`src/rtl/video_out_hmag_tap_if.sv`:
```
// Bus between the horizontal magnifier, its line buffer and the bilinear blender.
// The master side drives line control and read data; the slave side is the magnifier.
interface video_out_hmag_tap_if;
  logic        line_start;
  logic [9:0]  src_width;
  logic [10:0] dst_width;
  logic [6:0]  step;
  logic [9:0]  rd_address;
  logic [5:0]  rd_data;
  logic [5:0]  tap0;
  logic [5:0]  tap1;
  logic [5:0]  coeff;
  logic        valid;

  modport master (
    output line_start, src_width, dst_width, step, rd_data,
    input  rd_address, tap0, tap1, coeff, valid
  );

  modport slave (
    input  line_start, src_width, dst_width, step, rd_data,
    output rd_address, tap0, tap1, coeff, valid
  );
endinterface

```
`src/rtl/video_out_hmag_tap.sv`:
```
// Horizontal magnifier front end: walks one buffered source line with a 10.6 phase
// accumulator and emits (tap0, tap1, coeff) per output pixel. Option: VIDEO_OUT_HMAG_HALF_PHASE_EN.
module video_out_hmag_tap (
  input logic                 clk,
  input logic                 reset,
  video_out_hmag_tap_if.slave bus
);
  localparam int DATA_W = 6;

  typedef enum logic [2:0] {
    IDLE,
    PRIME0,
    PRIME1,
    PRIME2,
    ACTIVE
  } state_t;

  state_t              state_q, state_d;
  logic [15:0]         acc_q, acc_d;
  logic [10:0]         cnt_q, cnt_d;
  logic [9:0]          src_w_q, src_w_d;
  logic [10:0]         dst_w_q, dst_w_d;
  logic [6:0]          step_q, step_d;
  logic [9:0]          rd_addr_q, rd_addr_d;
  logic [DATA_W-1:0]   tap0_q, tap0_d;
  logic [DATA_W-1:0]   tap1_q, tap1_d;
  logic [DATA_W-1:0]   coeff_q, coeff_d;
  logic                valid_q, valid_d;

  logic [6:0]          step_in_eff;
  logic [15:0]         acc_init;
  logic [15:0]         acc_step;
  logic [15:0]         acc_ahead;
  logic                int_inc;
  logic [10:0]         cnt_inc;

  // Saturate the requested step to 1.0: the block only magnifies.
  function automatic logic [6:0] step_sat(input logic [6:0] s);
    return (s > 7'd64) ? 7'd64 : s;
  endfunction

  // Clamp a source index to the last pixel of the line so the right edge repeats.
  function automatic logic [9:0] clamp_idx(input logic [10:0] x, input logic [9:0] w);
    logic [9:0] last;
    last = w - 10'd1;
    return (x > {1'b0, last}) ? last : x[9:0];
  endfunction

  // Integer part plus a fixed offset, widened so indices near 1023 do not wrap before clamping.
  function automatic logic [10:0] int_plus(input logic [15:0] a, input logic [10:0] off);
    return {1'b0, a[15:6]} + off;
  endfunction

  assign step_in_eff = step_sat(bus.step);

`ifdef VIDEO_OUT_HMAG_HALF_PHASE_EN
  assign acc_init = {10'd0, step_in_eff[6:1]};
`else
  assign acc_init = 16'd0;
`endif

  // acc_step is the phase of the next output pixel; acc_ahead is one further, which is
  // what the read address must track because read data arrives a clock late.
  assign acc_step  = acc_q + {9'd0, step_q};
  assign acc_ahead = acc_step + {9'd0, step_q};
  assign int_inc   = (acc_step[15:6] != acc_q[15:6]);
  assign cnt_inc   = cnt_q + 11'd1;

  always_comb begin
    state_d   = state_q;
    acc_d     = acc_q;
    cnt_d     = cnt_q;
    src_w_d   = src_w_q;
    dst_w_d   = dst_w_q;
    step_d    = step_q;
    rd_addr_d = rd_addr_q;
    tap0_d    = tap0_q;
    tap1_d    = tap1_q;
    coeff_d   = coeff_q;
    valid_d   = valid_q;

    if (bus.line_start) begin
      state_d   = PRIME0;
      acc_d     = acc_init;
      cnt_d     = 11'd0;
      src_w_d   = bus.src_width;
      dst_w_d   = bus.dst_width;
      step_d    = step_in_eff;
      rd_addr_d = 10'd0;
      valid_d   = 1'b0;
    end else begin
      case (state_q)
        IDLE: begin
          valid_d = 1'b0;
        end
        PRIME0: begin
          state_d   = PRIME1;
          rd_addr_d = clamp_idx(11'd1, src_w_q);
        end
        PRIME1: begin
          state_d   = PRIME2;
          rd_addr_d = clamp_idx(11'd2, src_w_q);
          tap0_d    = bus.rd_data;
        end
        PRIME2: begin
          tap1_d = bus.rd_data;
          if (dst_w_q != 11'd0) begin
            state_d   = ACTIVE;
            valid_d   = 1'b1;
            coeff_d   = acc_q[5:0];
            rd_addr_d = clamp_idx(int_plus(acc_step, 11'd2), src_w_q);
          end else begin
            state_d = IDLE;
            valid_d = 1'b0;
          end
        end
        ACTIVE: begin
          acc_d     = acc_step;
          coeff_d   = acc_step[5:0];
          rd_addr_d = clamp_idx(int_plus(acc_ahead, 11'd2), src_w_q);
          cnt_d     = cnt_inc;
          if (int_inc) begin
            tap0_d = tap1_q;
            tap1_d = bus.rd_data;
          end
          if (cnt_inc == dst_w_q) begin
            state_d = IDLE;
            valid_d = 1'b0;
          end else begin
            valid_d = 1'b1;
          end
        end
        default: begin
          state_d = IDLE;
          valid_d = 1'b0;
        end
      endcase
    end
  end

  // Register stage: every output leaves the block straight from a flop.
  always_ff @(posedge clk) begin
    if (reset) begin
      state_q   <= IDLE;
      acc_q     <= 16'd0;
      cnt_q     <= 11'd0;
      src_w_q   <= 10'd0;
      dst_w_q   <= 11'd0;
      step_q    <= 7'd0;
      rd_addr_q <= 10'd0;
      tap0_q    <= '0;
      tap1_q    <= '0;
      coeff_q   <= '0;
      valid_q   <= 1'b0;
    end else begin
      state_q   <= state_d;
      acc_q     <= acc_d;
      cnt_q     <= cnt_d;
      src_w_q   <= src_w_d;
      dst_w_q   <= dst_w_d;
      step_q    <= step_d;
      rd_addr_q <= rd_addr_d;
      tap0_q    <= tap0_d;
      tap1_q    <= tap1_d;
      coeff_q   <= coeff_d;
      valid_q   <= valid_d;
    end
  end

  assign bus.rd_address = rd_addr_q;
  assign bus.tap0       = tap0_q;
  assign bus.tap1       = tap1_q;
  assign bus.coeff      = coeff_q;
  assign bus.valid      = valid_q;

endmodule

```
`src/flat_wrapper.sv`:
```
// flat-port wrapper written by rule: the top's interface ports become plain ports
module video_out_hmag_tap_flat 
  (clk, reset, bus_line_start, bus_src_width, bus_dst_width, bus_step, bus_rd_data, bus_rd_address, bus_tap0, bus_tap1, bus_coeff, bus_valid);
  video_out_hmag_tap_if bus_i ();
  input logic clk;
  input logic reset;
  input wire logic [$bits(bus_i.line_start)-1:0] bus_line_start;
  input wire logic [$bits(bus_i.src_width)-1:0] bus_src_width;
  input wire logic [$bits(bus_i.dst_width)-1:0] bus_dst_width;
  input wire logic [$bits(bus_i.step)-1:0] bus_step;
  input wire logic [$bits(bus_i.rd_data)-1:0] bus_rd_data;
  output wire logic [$bits(bus_i.rd_address)-1:0] bus_rd_address;
  output wire logic [$bits(bus_i.tap0)-1:0] bus_tap0;
  output wire logic [$bits(bus_i.tap1)-1:0] bus_tap1;
  output wire logic [$bits(bus_i.coeff)-1:0] bus_coeff;
  output wire logic [$bits(bus_i.valid)-1:0] bus_valid;
  assign bus_i.line_start = bus_line_start;
  assign bus_i.src_width = bus_src_width;
  assign bus_i.dst_width = bus_dst_width;
  assign bus_i.step = bus_step;
  assign bus_i.rd_data = bus_rd_data;
  assign bus_rd_address = bus_i.rd_address;
  assign bus_tap0 = bus_i.tap0;
  assign bus_tap1 = bus_i.tap1;
  assign bus_coeff = bus_i.coeff;
  assign bus_valid = bus_i.valid;
  video_out_hmag_tap u_core (.clk(clk), .reset(reset), .bus(bus_i));
endmodule
```
`config.mk`:
```
export PLATFORM = sky130hd
export DESIGN_NAME = video_out_hmag_tap_flat
export DESIGN_NICKNAME = d
export VERILOG_FILES = /design/src/rtl/video_out_hmag_tap_if.sv /design/src/rtl/video_out_hmag_tap.sv /design/src/flat_wrapper.sv
export SDC_FILE = /design/constraint.sdc
export NUM_CORES = 1
export LEC_CHECK = 0
export BUFFER_PORTS_ARGS = -buffer_cell sky130_fd_sc_hd__buf_2
export CAP_MARGIN = 5
export CELL_PAD_IN_SITES_DETAIL_PLACEMENT = 0
export CELL_PAD_IN_SITES_GLOBAL_PLACEMENT = 1
export CORE_MARGIN = 3
export CORE_UTILIZATION = 49
export CTS_BUF_LIST = sky130_fd_sc_hd__clkbuf_2
export DETAILED_ROUTE_END_ITERATION = 8
export HOLD_SLACK_MARGIN = 0.06
export PLACE_DENSITY_LB_ADDON = 0.1
export SLEW_MARGIN = 30
export SYNTH_ARGS = -nofsm -noshare
export SYNTH_HDL_FRONTEND = slang
export SYNTH_SLANG_ARGS = --single-unit
```
`constraint.sdc`:
```
create_clock -name clk -period 9.85 [get_ports clk]
set_input_delay 0.4925 -clock clk [delete_from_list [all_inputs] [get_ports clk]]
set_output_delay 0.4925 -clock clk [all_outputs]
set_load 0.01 [all_outputs]
```
Yosys cells after proc, flatten, opt, wreduce, memory -nomap -nowiden
Cells that the tools add are included.
- add/subtract/negate cells: 6
- order comparisons: 5
- eq/ne operators: 11
- multiplexer cells: 20
- bitwise gates (word level): 2
- reductions and logical operators: 13
- operators with widths (kind ; count):
    10-bit two-way mux ; 5
    10-bit one-hot mux with 4 select lines ; 1
    6-bit one-hot mux with 2 select lines ; 3
    16-bit by 7-bit adder with 16-bit output ; 2
    10-bit by 2-bit adder with 11-bit output (second input constant) ; 2
    11-bit by 10-bit greater-than comparator with 1-bit output ; 2
    6-bit two-way mux ; 3
    3-bit one-hot mux with 5 select lines ; 1
    11-bit by 1-bit adder with 11-bit output (second input constant) ; 1
    11-bit equality test ; 1
    11-bit nonzero test ; 1
    1-bit by 10-bit greater-than comparator with 1-bit output (first input constant) ; 1
    2-bit by 10-bit greater-than comparator with 1-bit output (first input constant) ; 1
    10-bit != test ; 1
    10-bit by 1-bit subtractor with 10-bit output (second input constant) ; 1
    3-bit AND reduction ; 3
    7-bit greater-than comparator (second input constant) ; 1
    7-bit two-way mux ; 1
    3-bit by 2-bit equality test with 1-bit output (second input constant) ; 2
    3-bit two-way mux ; 2
    2-bit by 1-bit != test with 1-bit output (second input constant) ; 3
    2-bit AND reduction ; 3
    2-bit nonzero test ; 2
    4-bit nonzero test ; 1
    other kinds (9) ; 13
- bits in registers: 87
- input bits: 37
- output and inout port bits: 29
- logic and storage cells: 69

Logic depth before layout (Yosys ltp)
Gate-level depths: netlist of the first run.
- depth after elaboration: 6
- mapped depth: 29
- mapped depth without buffers: 27

Least setup slack after synthesis of the first run
OpenSTA, ideal clock, no wires.
- kind: register -> register
- start: reg u_core.step_q[0]
- end: reg u_core.rd_addr_q[8] (netlist: u_core.bus.rd_address[8])
- library setup time: 120 ps
- arrival time: 5319 ps
- data required time: 9730 ps
- setup slack: 4411 ps
- stages on the path, launching flop included: 28
- clock period less this slack: 5439 ps
- path through: dfxtp_1 -> ha_1 -> fa_1 -> a211oi_2 -> o21ai_4 -> xnor2_1 -> inv_1 -> ha_1 -> nor3_1 -> o21ai_0 -> nand2_1 -> clkbuf_1 -> nand2_1 -> nand2_1 -> inv_1 -> ha_1 -> ha_1 -> o21a_1 -> o21a_1 -> o21a_1 -> o21ai_0 -> a21oi_1 -> o41ai_1 -> a21boi_0 -> a31o_1 -> buf_2 -> nor3_1 -> o31a_1
- cells in the longest elaborated chain, start to end: 6
- elaborated cells on any way between the ends: 10
- ends and longest elaborated chain (what ; line ; text):
    from (decl) ; video_out_hmag_tap.sv:23 ; logic [6:0] step_q, step_d;
    from (signal assigned) ; video_out_hmag_tap.sv:161 ; step_q <= step_d;
    16-bit by 7-bit adder with 16-bit output (*) ; video_out_hmag_tap.sv:64 ; assign acc_step = acc_q + {9'd0, step_q};
    named net u_core.acc_step[6] ; video_out_hmag_tap.sv:32 ; logic [15:0] acc_step;
    16-bit by 7-bit adder with 16-bit output or 10-bit by 2-bit adder with 11-bit output (tied branches) ; video_out_hmag_tap.sv:65, video_out_hmag_tap.sv:51 ;
    10-bit by 2-bit adder with 11-bit output or 11-bit by 10-bit greater-than comparator with 1-bit output (tied branches) ; video_out_hmag_tap.sv:51, video_out_hmag_tap.sv:46 ;
    11-bit by 10-bit greater-than comparator with 1-bit output or 10-bit two-way mux (tied branches) ; video_out_hmag_tap.sv:46 ; return (x > {1'b0, last}) ? last : x[9:0];
    10-bit two-way mux, on equally long branches ; video_out_hmag_tap.sv:46, video_out_hmag_tap.sv:107 ;
    10-bit one-hot mux with 4 select lines (*) ; video_out_hmag_tap.sv:92 ; case (state_q)
    to (signal assigned) ; video_out_hmag_tap.sv:162 ; rd_addr_q <= rd_addr_d;
    to (decl) ; video_out_hmag_tap.sv:24 ; logic [9:0] rd_addr_q, rd_addr_d;
The timed path passes the listed nets; every way through them passes the cells marked *. The select of a mux whose other input is x is not followed.
A chain may end at the register's enable or synchronous reset.

Final worst setup path of the first run
- start: reg u_core.step_q[0]
- end: reg u_core.rd_addr_q[2] (netlist: u_core.bus.rd_address[2])
Same word-level chain as after synthesis.

==> results.ini, run 1 <==
[final_layout]
fill_cells = 1204
drive_gt1_share_pct = 12.8
seqCellArea_um2 = 1740
multi_input_area_um2 = 4120
diodes = 0
layout-area-overhead-vs-synth_pct = 10.6
fin_nets = 898

[worst_setup_path]
cp_slowest_cell = a31o_1
regToRegEndpoint = u_core.bus.rd_address[2]
cp.required_ns = 10.40
r2r_cells = 23
cp_cell_sequence = ha_1, fa_1, a211oi_2, o21ai_4, xnor2_1, inv_1, ha_1, nor2_1, nor2_1, nand2_1, or4_4, a31oi_4, o211ai_2, nor2_1, xor2_1, ha_1, nand3_1, a21oi_1, o41ai_1, a21boi_0, a31o_1, mux2_1, o22ai_1
slowest_delay_ns = 0.58
crit_cells = 23
worstSetupStartpoint = u_core.step_q[0]
r2r_slack_ns = 3.46
worstPathArrival_ns = 6.94
crit_path_end = u_core.bus.rd_address[2]
start_kind = flop
crit_path_end_kind = flop
r2r-start = u_core.step_q[0]
cp_top_family = compound AO/OA/AOI/OAI gates
cp_max_fo = 16
worstSetupPathType = flop to flop
crit_buf_inv = 1

[placed_design]
dp_hpwl_um = 12200
post-place-ws_ns = 3.62
io_buffers = 65
gp_congestion = 0.923

[floorplan]
core_um2 = 12100
die_area_um2 = 13800
die_w_um = 118
core.rowCount = 40
die_height_um = 118
start_util_pct = 50.4
io_pins = 66

[route]
wire_per_inst_um = 16.4
ant_nets = 0
drc = 0
drt_iter0_drc = 400
vias = 5745
drt-total-wl_um = 16300
detail_route.first_pass.iterations = 5
vias_per_cell = 5.79

[sta]
final-hold-violation-count = 0
hold_ws_ns = 0.106
fin_crit_sh_pct = 64.8
final_max_slew_viol_count = 0
tightest_slew_ns = 0.810
max_freq_mhz = 157
fin_crit_ns = 6.39
rsz0062_at_grt = false
tns_ns = 0
setup_slack_ns = 3.46
setup-violations-final = 0
final.setup_skew_ns = 0.0345
slew_headroom_pct = 45.6

[job]
cap_violations = 0

[clocking]
cts_repair_resize_count = 0
clk_path_buf_depth = 2
clkLatencyLatePin_ns = 0.62
numCtsBuffers = 9
cts.sink_count = 87
htreeDepth = 3
root_buffer = clkbuf_2
cts_tree = built
path_clk_slew_ns = 0.27

[global_route]
grtUsageTotal_pct = 23.7
antenna_found_initial = 0
grt_pass1_vias = 5543
grt_overflow = 0
grt_pass1_wl_um = 27100
grt_max_degree = 50

[logic_synthesis]
ys_async_sr_fraction_pct = 0
synth.distinct_cells = 73
netlist_area_um2 = 6100
synth_fp_nets = 845
ys.flop_type = dfxtp_1
ys_seq_area_share_pct = 28.5
yosysMostFrequentCell = nor2_1
synth_edf_count = 0
yosysWarnings = 0
syn_avg_cell_area_um2 = 7.95
yosys.area.top_type_share_pct = 28.5
ys_top_cells_by_area = dfxtp_1 29%, ha_1 8.2%, nor2_1 6.5%
synth_top_cell_by_area = dfxtp_1
yosys-top-cells-count = 105 x nor2_1, 87 x dfxtp_1, 59 x nand2_1
ys_seq_elements = 87
synthesis.instances = 767

[hold_path]
whs_path_depth = 3
hp-class = input port to flop

[power_and_ir_drop]
p_leak_nw = 2.81
irDropWorstVdd_uv = 82.3
power.density_nw_per_um2 = 102

[status]
status = completed

worst min-delay path by stage:
stage	start	slack, ns	to
finish	bus_src_width[6]	0.11	u_core.src_w_q[6]
global placement	u_core.bus.coeff[5]	0.46	u_core.bus.coeff[5]
global route	bus_rd_data[5]	0.06	u_core.bus.tap0[5]
CTS	bus_rd_data[3]	0.06	u_core.bus.tap0[3]
floorplan	u_core.cnt_q[1]	0.46	u_core.cnt_q[1]
detailed placement	u_core.bus.coeff[5]	0.48	u_core.bus.coeff[5]
sequential cells by signal, indices dropped and copies added (netlist names):
name                   cells
u_core.bus.valid           1
u_core.step_q              7
u_core.bus.coeff           6
u_core.dst_w_q            11
u_core.bus.tap1            6
u_core.state_q             3
u_core.src_w_q            10
u_core.cnt_q              11
u_core.acc_q              16
u_core.bus.tap0            6
u_core.bus.rd_address     10
worst register-to-register path, cell delays in order, from the launching register on:
cell,delay (ns)
dfxtp_1,0.39
ha_1,0.26
fa_1,0.45
a211oi_2,0.36
o21ai_4,0.12
xnor2_1,0.27
inv_1,0.13
ha_1,0.33
nor2_1,0.06
nor2_1,0.21
nand2_1,0.31
or4_4,0.52
a31oi_4,0.17
o211ai_2,0.15
nor2_1,0.15
xor2_1,0.24
ha_1,0.29
nand3_1,0.11
a21oi_1,0.05
o41ai_1,0.44
a21boi_0,0.24
a31o_1,0.58
mux2_1,0.38
o22ai_1,0.14
cells in the final DEF (no fill, tap or decap), drive strengths merged, types with 12 or more instances in the layout:
cell type | synthesis | final
inv | 25 | 27
nor2 | 105 | 105
o211ai | 12 | 12
a211oi | 13 | 13
ha | 40 | 40
o21ai | 35 | 35
nand2 | 59 | 59
nand3 | 26 | 26
or3 | 15 | 15
nor3 | 21 | 21
o21a | 13 | 13
dfxtp | 87 | 87
mux2i | 35 | 35
buf | 12 | 70
a21oi | 53 | 53
xnor2 | 38 | 38
xor2 | 28 | 28
final cells by class:
class / instances / share of cell area (%)
Sequential cell: 87 / 25.8
Multi-Input combinational cell: 618 / 61.1
Inverter: 25 / 1.39
Timing Repair Buffer: 79 / 6.71
Clock buffer: 10 / 0.742
Tap cell: 168 / 3.11
Clock inverter: 6 / 1.17
kinds of logic after synthesis:
kind of cell               after synthesis  synth area share, %
muxes                                   36                 5.93
xor gates and xnor gates                66                 9.48
DFF                                     87                 28.5
and+or+nand+nor                        288                 22.5
adders and majority gates               41                 8.53
AOI/OAI and AO/OA                      187                 21.1
buffers and inverters                   62                 3.94
metrics by stage:
step	cell area [um2]	utilization, %	instances	total power [mW]
floorplan	6100	-	767	0.450
global placement	6530	53.9	968	0.481
detailed placement	6530	53.9	968	0.484
CTS	6750	55.7	993	0.694
global route	6750	55.7	993	0.724
finish	6750	55.7	993	0.689
layer usage:
metal / global-route usage [%] / vias to the layer above / share of wire (%)
met5: 0 / - / 0
met4: 8.64 / 0 / 2.8
met3: 4.66 / 34 / 4.9
met2: 39.7 / 170 / 47
met1: 30.4 / 2678 / 45
li1: - / 2863 / -
power breakdown:
part | switching [mW] | internal [mW] | leakage, nW
Sequential | 0.00939 | 0.362 | 0.707
Combinational | 0.0650 | 0.0453 | 2.03
Clock | 0.142 | 0.0650 | 0.0801
Total | 0.216 | 0.472 | 2.81
repair_timing:
item	CTS	global route
buffers inserted	0	0
hold buffers	9	0
endpoints found under the hold margin	10	0
No activity file was read; power rests on OpenSTA's default activity.
==> inputs of run 2 (changes only) <==
Settings changed: ABC_AREA set to 1, CORE_UTILIZATION 49 to 44.
Clock period 9.85 ns to 6.4 ns, I/O delays scaled along.
==> run 2 against run 1 <==
Design area rose by 4.8%. Non-clock buffer count rose by 28. Fmax rose by 12%. Synthesized area rose by 0.25%. Combinational power rose by 70%. Synthesized cell count rose by 17%.
==> results.ini, run 2 <==
[status]
status = completed

[route]
drt_iter0_drc = 454  ; +14%
detail_route.first_pass.iterations = 5  ; unchanged
vias_per_cell = 5.24  ; -9.4%
drc = 0  ; unchanged
vias = 6154  ; +7.1%
wire_per_inst_um = 14.7  ; -10%
ant_nets = 0  ; unchanged
drt-total-wl_um = 17200  ; +5.8%

[logic_synthesis]
ys_seq_elements = 87  ; unchanged
synth_top_cell_by_area = dfxtp_1
yosys.area.top_type_share_pct = 28.5  ; -0.070 points
netlist_area_um2 = 6120  ; +0.25%
ys_top_cells_by_area = dfxtp_1 28%, nand2_1 14%, ha_1 8.2%
yosys-top-cells-count = 225 x nand2_1, 107 x inv_1, 87 x dfxtp_1
synth_edf_count = 0  ; unchanged
synth_fp_nets = 975  ; +15%
ys_async_sr_fraction_pct = 0  ; unchanged
ys.flop_type = dfxtp_1
yosysWarnings = 0  ; unchanged
ys_seq_area_share_pct = 28.5  ; -0.070 points
synthesis.instances = 897  ; +17%
yosysMostFrequentCell = nand2_1
syn_avg_cell_area_um2 = 6.82  ; -14%
synth.distinct_cells = 50  ; -32%

[sta]
final_max_slew_viol_count = 0  ; unchanged
setup_slack_ns = 0.686  ; -2.78 ns
hold_ws_ns = 0.159  ; +0.0527 ns
slew_headroom_pct = 34.0  ; -12 points
setup-violations-final = 0  ; unchanged
max_freq_mhz = 175  ; +12%
final-hold-violation-count = 0  ; unchanged
fin_crit_sh_pct = 89.3  ; +24 points
fin_crit_ns = 5.71  ; -0.672 ns
tightest_slew_ns = 0.982  ; +0.172 ns
tns_ns = 0  ; unchanged
rsz0062_at_grt = false
final.setup_skew_ns = 0.0272  ; -0.00730 ns

[clocking]
path_clk_slew_ns = 0.25  ; -0.02 ns
cts_repair_resize_count = 0  ; unchanged
root_buffer = clkbuf_2
cts_tree = built
numCtsBuffers = 9  ; unchanged
clkLatencyLatePin_ns = 0.60  ; -0.02 ns
clk_path_buf_depth = 2  ; unchanged
postCtsSetupBuffers = 0  ; unchanged
cts.sink_count = 87  ; unchanged
postCtsHoldBufs = 38  ; +29
htreeDepth = 3  ; unchanged

[final_layout]
largest_register = u_core.acc_q
seqCellArea_um2 = 1740  ; unchanged
largest_reg_flops = 16  ; unchanged
final_util_pct = 52.8  ; -2.9 points
multi_input_area_um2 = 3850  ; -6.6%
layout-area-overhead-vs-synth_pct = 15.7
final_common_cell = nand2_1
top_regs = u_core.acc_q x16, u_core.cnt_q x11, u_core.dst_w_q x11
fill_cells = 1386  ; +15%
mostFrequentLayoutCells = 225 x nand2_1, 107 x inv_1, 87 x dfxtp_1, 65 x buf_2, 62 x nor2_1
drive_gt1_share_pct = 14.7  ; +1.9 points
diodes = 0  ; unchanged
fin_nets = 1071  ; +19%
final_cells = 1174  ; +18%
fin_area_um2 = 7070  ; +4.8%

[global_route]
grt_max_degree = 33  ; -34%
grt_pass1_wl_um = 28100  ; +3.6%
antenna_found_initial = 0  ; unchanged
grt_pass1_vias = 5638  ; +1.7%
grt_overflow = 0  ; unchanged
grtUsageTotal_pct = 23.2  ; -0.48 points

[worst_setup_path]
cp_slowest_cell = o31ai_1
cp.required_ns = 6.93  ; -3.47 ns
cp_top_family = simple AND/OR/NAND/NOR gates
cp_max_fo = 15  ; -1
crit_buf_inv = 4  ; +3
slowest_delay_ns = 0.80  ; +0.22 ns
worstSetupStartpoint = u_core.step_q[0]
crit_path_end_kind = flop
worstSetupPathType = flop to flop
r2r-start = u_core.step_q[0]
start_kind = flop
cpMostUsedCell = nand2_1
worstPathArrival_ns = 6.24  ; -0.70 ns

[job]
cap_violations = 0  ; unchanged

[placed_design]
dp_hpwl_um = 13300  ; +9.2%
io_buffers = 65  ; unchanged
post-place-ws_ns = 0.852  ; -2.77 ns
dp.cells = 1120  ; +16%
place_area_um2 = 6600  ; +1.0%
gp_congestion = 0.880  ; -4.7%

[hold_path]
hp-class = input port to flop
worstHoldStart = bus_step[6]

[floorplan]
die_w_um = 124  ; +5.4%
io_pins = 66  ; unchanged
core.rowCount = 42  ; +5.0%
start_util_pct = 45.6  ; -4.7 points
die_height_um = 124  ; +5.4%
die_area_um2 = 15400  ; +11%
core_um2 = 13400  ; +11%

[power_and_ir_drop]
power.density_nw_per_um2 = 145  ; +42%
pwr-share-clk_pct = 26.1  ; -3.9 points
power.total_mw = 1.02  ; +48%
p_seq_share_pct = 55.6  ; +1.7 points
power.switching_uw = 337  ; +56%
p_int_uw = 686  ; +45%
combPwrFrac_pct = 18.3  ; +2.3 points
irDropWorstVdd_uv = 110  ; +33%
sw_frac_of_total_pct = 32.9  ; +1.5 points
p_leak_nw = 3.46  ; +23%

-- run 2: logic make-up after synthesis --
kind of cell | after synthesis | synth area share [%]
adders and majority gates | 41 | 8.51
DFF | 87 | 28.5
xor gates and xnor gates | 38 | 5.44
and+or+nand+nor | 423 | 31.7
buffers and inverters | 136 | 8.76
AOI/OAI and AO/OA | 167 | 16.3
muxes | 5 | 0.818
-- run 2: worst paths after layout --
kind	endpoint	slack (ns)	cells past startpoint
setup / recovery	u_core.bus.rd_address[1]	0.69	30
hold / removal	u_core.step_q[0]	0.16	3
setup reg to reg	u_core.bus.rd_address[1]	0.69	30
hold reg to reg	u_core.bus.tap0[1]	0.49	2
-- run 2: cell type report --
cell class / count / share of cell area (%)
Clock buffer: 9 / 0.637
Clock inverter: 7 / 0.743
Inverter: 114 / 6.05
Multi-Input combinational cell: 674 / 54.4
Sequential cell: 87 / 24.6
Tap cell: 176 / 3.11
Timing Repair Buffer: 107 / 10.4
-- run 2: power groups by stage --
stage                     combinational, mW  clock (mW)  sequential, mW
after floorplan                       0.112           0           0.578
after global placement                0.166           0           0.579
after detailed placement              0.167           0           0.579
after CTS                             0.186       0.278           0.569
after global routing                  0.210       0.298           0.572
final                                 0.187       0.267           0.569
-- run 2: worst min-delay path, stage by stage --
cell and delay [ns]:
buf_2 0.11, o31ai_1 0.12, a32o_1 0.18
-- run 2: layer usage --
layer	wire length, um	GRT usage, %	vias up
met1	8120	31.8	2852
li1	-	-	3158
met4	148	4.79	0
met5	0	0	-
met2	8270	38.5	131
met3	702	4.13	13
